`src/rtl/boot_loader.sv`:
```
// boot_loader: strobe/ack nibble loader driving the CPU bootloader write port.
// Define BOOT_LOADER_CHECKSUM_EN to accept a trailing XOR checksum nibble.
module boot_loader #(
  parameter int DATA_WIDTH           = 4,
  parameter int MEMORY_ADDRESS_WIDTH = 4,
  parameter int MEMORY_REGISTERS     = 16,
  parameter int SYNC_STAGES          = 2
) (
  input  logic                            clk_i,
  input  logic                            reset_n_i,
  input  logic                            prog_mode_i,
  input  logic                            strobe_i,
  input  logic [DATA_WIDTH-1:0]           data_i,
  output logic                            ack_o,
  output logic                            bl_programm_o,
  output logic [DATA_WIDTH-1:0]           bl_data_o,
  output logic [MEMORY_ADDRESS_WIDTH-1:0] bl_address_o,
  output logic                            bl_write_en_mem_o,
  output logic                            done_o,
  output logic                            error_o
);
  localparam int CW = MEMORY_ADDRESS_WIDTH + 1;
  localparam logic [CW-1:0] FULL = CW'(MEMORY_REGISTERS);
  typedef enum logic [2:0] {
    IDLE, WAIT_STB, WRITE, WAIT_REL,
`ifdef BOOT_LOADER_CHECKSUM_EN
    CHECK,
`endif
    DONE
  } state_t;
  state_t state, state_n;
  logic [SYNC_STAGES:0] sync;
  logic [CW-1:0] cnt;
  logic [DATA_WIDTH-1:0] data_q;
  logic rise, low;
  // top stage is the edge-detector register; release waits on it so ack falls SYNC_STAGES+1 edges after strobe
  assign rise = sync[SYNC_STAGES-1] & ~sync[SYNC_STAGES];
  assign low  = ~sync[SYNC_STAGES];
  always_ff @(posedge clk_i)
    if (!reset_n_i) sync <= '0;
    else sync <= {sync[SYNC_STAGES-1:0], strobe_i};
  always_ff @(posedge clk_i)
    if (!reset_n_i) state <= IDLE;
    else state <= state_n;
  always_comb begin
    state_n = state;
    case (state)
      IDLE:     state_n = WAIT_STB;
      WAIT_STB: state_n = rise ? WRITE : WAIT_STB;
      WRITE:    state_n = WAIT_REL;
`ifdef BOOT_LOADER_CHECKSUM_EN
      WAIT_REL: state_n = !low ? WAIT_REL : cnt == FULL ? CHECK : cnt > FULL ? DONE : WAIT_STB;
      CHECK:    state_n = rise ? WAIT_REL : CHECK;
`else
      WAIT_REL: state_n = !low ? WAIT_REL : cnt == FULL ? DONE : WAIT_STB;
`endif
      default:  state_n = state;
    endcase
    if (!prog_mode_i) state_n = IDLE;
  end
  always_ff @(posedge clk_i)
    if (!reset_n_i) data_q <= '0;
    else if (state == WAIT_STB && rise) data_q <= data_i;
`ifdef BOOT_LOADER_CHECKSUM_EN
  logic [DATA_WIDTH-1:0] csum;
  logic err;
  // the checksum nibble bumps the counter past FULL so WAIT_REL knows to finish
  always_ff @(posedge clk_i)
    if (!reset_n_i || state_n == IDLE) cnt <= '0;
    else if (state == WRITE || (state == CHECK && rise)) cnt <= cnt + 1'b1;
  always_ff @(posedge clk_i)
    if (!reset_n_i || state_n == IDLE) begin
      csum <= '0;
      err  <= 1'b0;
    end else begin
      if (state == WRITE) csum <= csum ^ data_q;
      if (state == CHECK && rise) err <= data_i != csum;
    end
`else
  always_ff @(posedge clk_i)
    if (!reset_n_i || state_n == IDLE) cnt <= '0;
    else if (state == WRITE) cnt <= cnt + 1'b1;
`endif
  always_comb begin
    ack_o             = state == WAIT_REL;
    bl_programm_o     = state != IDLE;
    bl_write_en_mem_o = state == WRITE;
    done_o            = state == DONE;
    bl_data_o         = data_q;
    bl_address_o      = cnt[MEMORY_ADDRESS_WIDTH-1:0];
`ifdef BOOT_LOADER_CHECKSUM_EN
    error_o           = err && state == DONE;
`else
    error_o           = 1'b0;
`endif
  end
endmodule

```
`config.mk`:
```
export PLATFORM = sky130hd
export DESIGN_NAME = boot_loader
export DESIGN_NICKNAME = d
export VERILOG_FILES = /design/src/rtl/boot_loader.sv
export SDC_FILE = /design/constraint.sdc
export NUM_CORES = 1
export LEC_CHECK = 0
export ABC_AREA = 1
export CORE_ASPECT_RATIO = 1.1
export CORE_MARGIN = 4
export CORE_UTILIZATION = 45
export CTS_BUF_LIST = sky130_fd_sc_hd__clkbuf_2
export CTS_CLUSTER_DIAMETER = 150
export DETAILED_ROUTE_END_ITERATION = 10
export GPL_TIMING_DRIVEN = 0
export PLACE_DENSITY = 0.77
export SLEW_MARGIN = 25
export SYNTH_ARGS = -nofsm -noshare
export SYNTH_HDL_FRONTEND = slang
export SYNTH_SLANG_ARGS = --single-unit
```
`constraint.sdc`:
```
create_clock -name clk_i -period 1.1 [get_ports clk_i]
set_input_delay 0.165 -clock clk_i [delete_from_list [all_inputs] [get_ports clk_i]]
set_output_delay 0.165 -clock clk_i [all_outputs]
set_load 0.005 [all_outputs]
```
## Word level (Yosys, flattened, before mapping)

Index checks and enable logic that the tools add are counted.
Widths: inputs -> output; s select.

- Bitwise gates (word level): 2
- Add/sub/neg operators: 1
- Eq/ne operators: 5
- Reductions and logical operators: 6
- Multiplexer cells: 5

Operator list:

| operator | count |
|---|---|
| $pmux 3 s4 | 1 |
| $mux 3 | 3 |
| $eq 3x2->1 const B | 2 |
| $logic_not 3->1 | 2 |
| $add 5x1->5 const B | 1 |
| $eq 5x5->1 const B | 1 |
| $eq 3x1->1 const B | 1 |
| $eq 3x3->1 const B | 1 |
| $reduce_bool 3->1 | 1 |
| $mux 2 | 1 |
| $and 1x1->1 | 1 |
| $logic_and 1x1->1 | 1 |
| $logic_not 1->1 | 1 |
| $logic_or 1x1->1 | 1 |
| $not 1->1 | 1 |

- Register bits after elaboration: 15
- Bits of input ports: 8
- Output and inout port bits: 13
- Logic and storage cells: 23

## Longest topological paths before layout

- Word-level depth: 7
- Depth in mapped cells: 7
- Mapped depth without buffers: 7

## Worst setup path after synthesis

Ideal clock, no wire load.

- Path type: reg2reg
- From: register cnt[0]
- To: register cnt[4]
- Buffers on the path: 0
- Period minus slack after synthesis: 0.957 ns
- Arrival: 0.834 ns
- Slack: 0.143 ns
- Setup time: 0.123 ns
- Stages on the path, launching flop included: 7
- Required time: 0.977 ns
- Cell sequence: dfxtp_1 ha_1 nand3_1 nand2_1 nand2_1 nand2_1 a21oi_1

- Longest elaborated chain between the ends: 7
- Elaborated cells on any way between the ends: 8
- Those cells by class: add/sub: 1; eq/ne: 1; mux: 4; reduce/logical: 2

RTL lines:

| item | RTL line | text |
|---|---|---|
| start, declared | 33 | `logic [CW-1:0] cnt;` |
| start signal, assigned | 82 | `else if (state == WRITE) cnt <= cnt + 1'b1;` |
| $eq 5x5->1 | 55 | `WAIT_REL: state_n = !low ? WAIT_REL : cnt == FULL ? DONE : WAIT_STB;` |
| $mux 3 (2 in series) | 55 |  |
| $pmux 3 s4 | 47 | `case (state)` |
| $mux 3 | 59 | `if (!prog_mode_i) state_n = IDLE;` |
| $logic_not 3->1 | 81 | `if (!reset_n_i \|\| state_n == IDLE) cnt <= '0;` |
| $logic_or 1x1->1 | 81 |  |

Several ways; a longest one is shown, not always the timed one.
A chain may end at the register's enable or synchronous reset.

## Final worst setup path

- From: register state[2]
- To: register data_q[0] (netlist: bl_data_o[0])

- Longest elaborated chain between the ends: 2

RTL lines:

| item | RTL line | text |
|---|---|---|
| start, declared | 31 | `state_t state, state_n;` |
| start signal, assigned | 44 | `else state <= state_n;` |
| $eq 3x1->1 | 63 | `else if (state == WAIT_STB && rise) data_q <= data_i;` |
| $logic_and 1x1->1 | 63 |  |
| end signal, assigned | 63 |  |
| end, declared | 34 | `logic [DATA_WIDTH-1:0] data_q;` |

Every way passes these cells.

==> results.sh <==
export IMPL_finalHoldViolations=0
export IMPL_drc=0
export IMPL_rsz0062_at_grt="true"
export IMPL_synth_flop_cell="dfxtp_1"
export IMPL_hold_path_class="in2reg"
export IMPL_overflow=0
export IMPL_muxShareOfSynthArea_pct=0
export IMPL_die_area_um2=2250
export IMPL_vias_per_cell=5.197
export IMPL_status="finished with violations"
export IMPL_initial_core_util_pct=49.29
export IMPL_fp_row_count=14
export IMPL_end_kind="flip-flop"
export IMPL_cap_violations=0
export IMPL_synthesis_nets=107
export IMPL_drive_gt1_share_pct=55.15
export IMPL_grt_pass1_wl_mm=3.029
export IMPL_ant_nets=0
export IMPL_synth_edf_count=0
export IMPL_cp_max_fo=7
export IMPL_core_area_um2=1419
export IMPL_setup_slack_ps=-151.5
export IMPL_synth_top_cell_by_area="dfxtp_1"
export IMPL_drt_total_wl_mm=2.403
export IMPL_p_per_area_nw_per_um2=789.7
export IMPL_cts_tree="done"
export IMPL_setup_viol=11
export IMPL_start_kind="flip-flop"
export IMPL_crit_type="reg2reg"
export IMPL_num_antenna_cells=0
export IMPL_syn_avg_cell_area_um2=7.211
export IMPL_syn_cell_area_um2=699.4
export IMPL_track_usage_pct=18.43
export IMPL_postPlaceCellArea_um2=899.6
export IMPL_cts_hold_buf=0
export IMPL_cts_root_buffer="clkbuf_2"
export IMPL_dieWidth_um=45.59
export IMPL_ir_worst_vdd_uv=752.8
export IMPL_p_leak_nw=0.5612
export IMPL_async_flop_share_pct=0
export IMPL_grt_antenna_before_repair=0
export IMPL_tns_ps=-770.9
export IMPL_post_route_period_util_pct=113.8
export IMPL_wl_per_cell_um=15.81
export IMPL_cts_max_level=1
export IMPL_fillers=82
export IMPL_syn_inst=97
export IMPL_synth_area_top_cells="dfxtp_1 43%, nand2_1 10%, nor2_1 7.5%"
export IMPL_placed_cells=131
export IMPL_cts_buffers=3
export IMPL_ys_seq_area_share_pct=42.93
export IMPL_syn_to_final_growth_pct=71.56
export IMPL_synth_top_area_share_pct=42.93
export IMPL_hpwl_mm=1.102
export IMPL_io_pins=21
export IMPL_synthAdderAreaFrac_pct=3.578
export IMPL_nets=147
export IMPL_grt_pass1_vias=704
export IMPL_place_ws_ps=-306.2
export IMPL_io_buffer_count=18
export IMPL_die_h_um=49.35
export IMPL_yosys_warnings=0
export IMPL_clock_skew_final_ps=3.443
export IMPL_ys_ff_latch=15
export IMPL_post_synth_top_count_cell="nand2_1"
export IMPL_arrival_ps=1440
export IMPL_cp_required_ps=1290
export IMPL_synth_top_family_by_area="simple AND/OR/NAND/NOR gates"
export IMPL_detail_route_first_pass_iterations=4
export IMPL_cts_buffer_depth=2
export IMPL_drv_slew=0
export IMPL_finalCriticalPeriod_ps=1251
export IMPL_synth_compound_area_share_pct=9.302
export IMPL_fmaxAchievable_ghz=0.7991
export IMPL_via_count=790
export IMPL_stdcell_count=152
export IMPL_fin_area_um2=1200
export IMPL_synthXorXnorAreaFrac_pct=1.252
export IMPL_yosys_area_share_simple_pct=28.26
export IMPL_drt_iter0_drc=29
export IMPL_violations="setup timing"
export IMPL_cts_sinks=15
export IMPL_clk_pin_slew_ps=150
export IMPL_gp_congestion=0.7246
export IMPL_grt_max_degree=10
export IMPL_synth_cell_types=17
export IMPL_synthTopCellsByCount="19 x nand2_1, 15 x dfxtp_1, 14 x nor2_1"
export IMPL_clk_latency_ps=300
-- what timing repair did --
item	4_1_cts	5_1_grt
setup endpoints to repair	12	20
setup buffers	12	5
hold endpoints to repair	0	0
resized for setup	64	42
pin swaps	3	20
-- state kept, by name, summed over array words and instances, names as in the netlist --
register,count
bl_data_o,4
state,3
sync,3
cnt,5
-- per-layer routing --
layer | part of all wire, % | track usage (%)
met5 | 0 | 0
met4 | 4.2 | 10.73
met3 | 4.0 | 2.214
met2 | 55 | 33.26
met1 | 37 | 18.97
-- area by class of cell --
class                      instances  area (um^2)  share of cell area [%]
inverter                          15        73.82                   6.152
sequential                        15        326.6                   27.22
multi-input combinational         61        411.6                   34.31
clock buffer                       4        20.02                   1.668
tap                               16        20.02                   1.668
buffer                             6        42.54                   3.545
timing repair buffer              35        305.3                   25.44
-- through the flow --
stage	power (W)	utilization [%]	hold slack, ps
CTS	0.0009114	72.84	143.5
global route	0.0009958	84.57	165.0
floorplan	0.0006045	-	262.6
finish	0.0009476	84.57	160.4
detailed placement	0.0006447	63.40	406.9
global placement	0.0006427	63.40	396.8
-- logic make-up after synthesis --
logic type / count (synthesis)
compound gates: 13
simple gates: 44
buf+inv: 21
other cells: 1
xor+xnor: 1
fa+ha+maj: 2
flops: 15
-- critical path: stages (launching register included) --
cell,delay (ps)
dfxtp_4,390
buf_6,130
buf_6,120
nor2_4,90
nand3_4,120
o21ai_1,210
nor2_1,100
-- placed cells by master (no fill, tap or decap), drive strengths merged --
cell,synthesis,routed
a21oi,8,8
buf,5,30
clkbuf,1,5
clkdlybuf4s15,0,3
clkdlybuf4s50,0,6
conb,1,1
dfxtp,15,15
dlygate4sd2,0,1
ha,2,2
inv,15,15
nand2,19,19
nand3,7,7
nand4,2,2
nor2,15,15
nor3,1,1
o21ai,5,5
xor2,1,1
-- report_power, final --
group	switching [W]	internal, W	total (W)
Sequential	0.00000934	0.000543	0.000553
Combinational	0.0000525	0.0000584	0.000111
Clock	0.000188	0.0000963	0.000284
Total	0.000249	0.000698	0.000948
-- path summary, 6_finish.rpt --
check | depth (start not counted) | slack [ps] | end | start
max | 6 | -150 | bl_data_o[0]$_SDFFE_PN0P_ | state[2]$_SDFF_PN0_
min | 3 | 160 | sync[0]$_SDFF_PN0_ | reset_n_i
max reg2reg | 6 | -150 | bl_data_o[0]$_SDFFE_PN0P_ | state[2]$_SDFF_PN0_
min reg2reg | 2 | 450 | sync[1]$_SDFF_PN0_ | sync[0]$_SDFF_PN0_
Note: power is estimated with default switching activity, not from simulation.
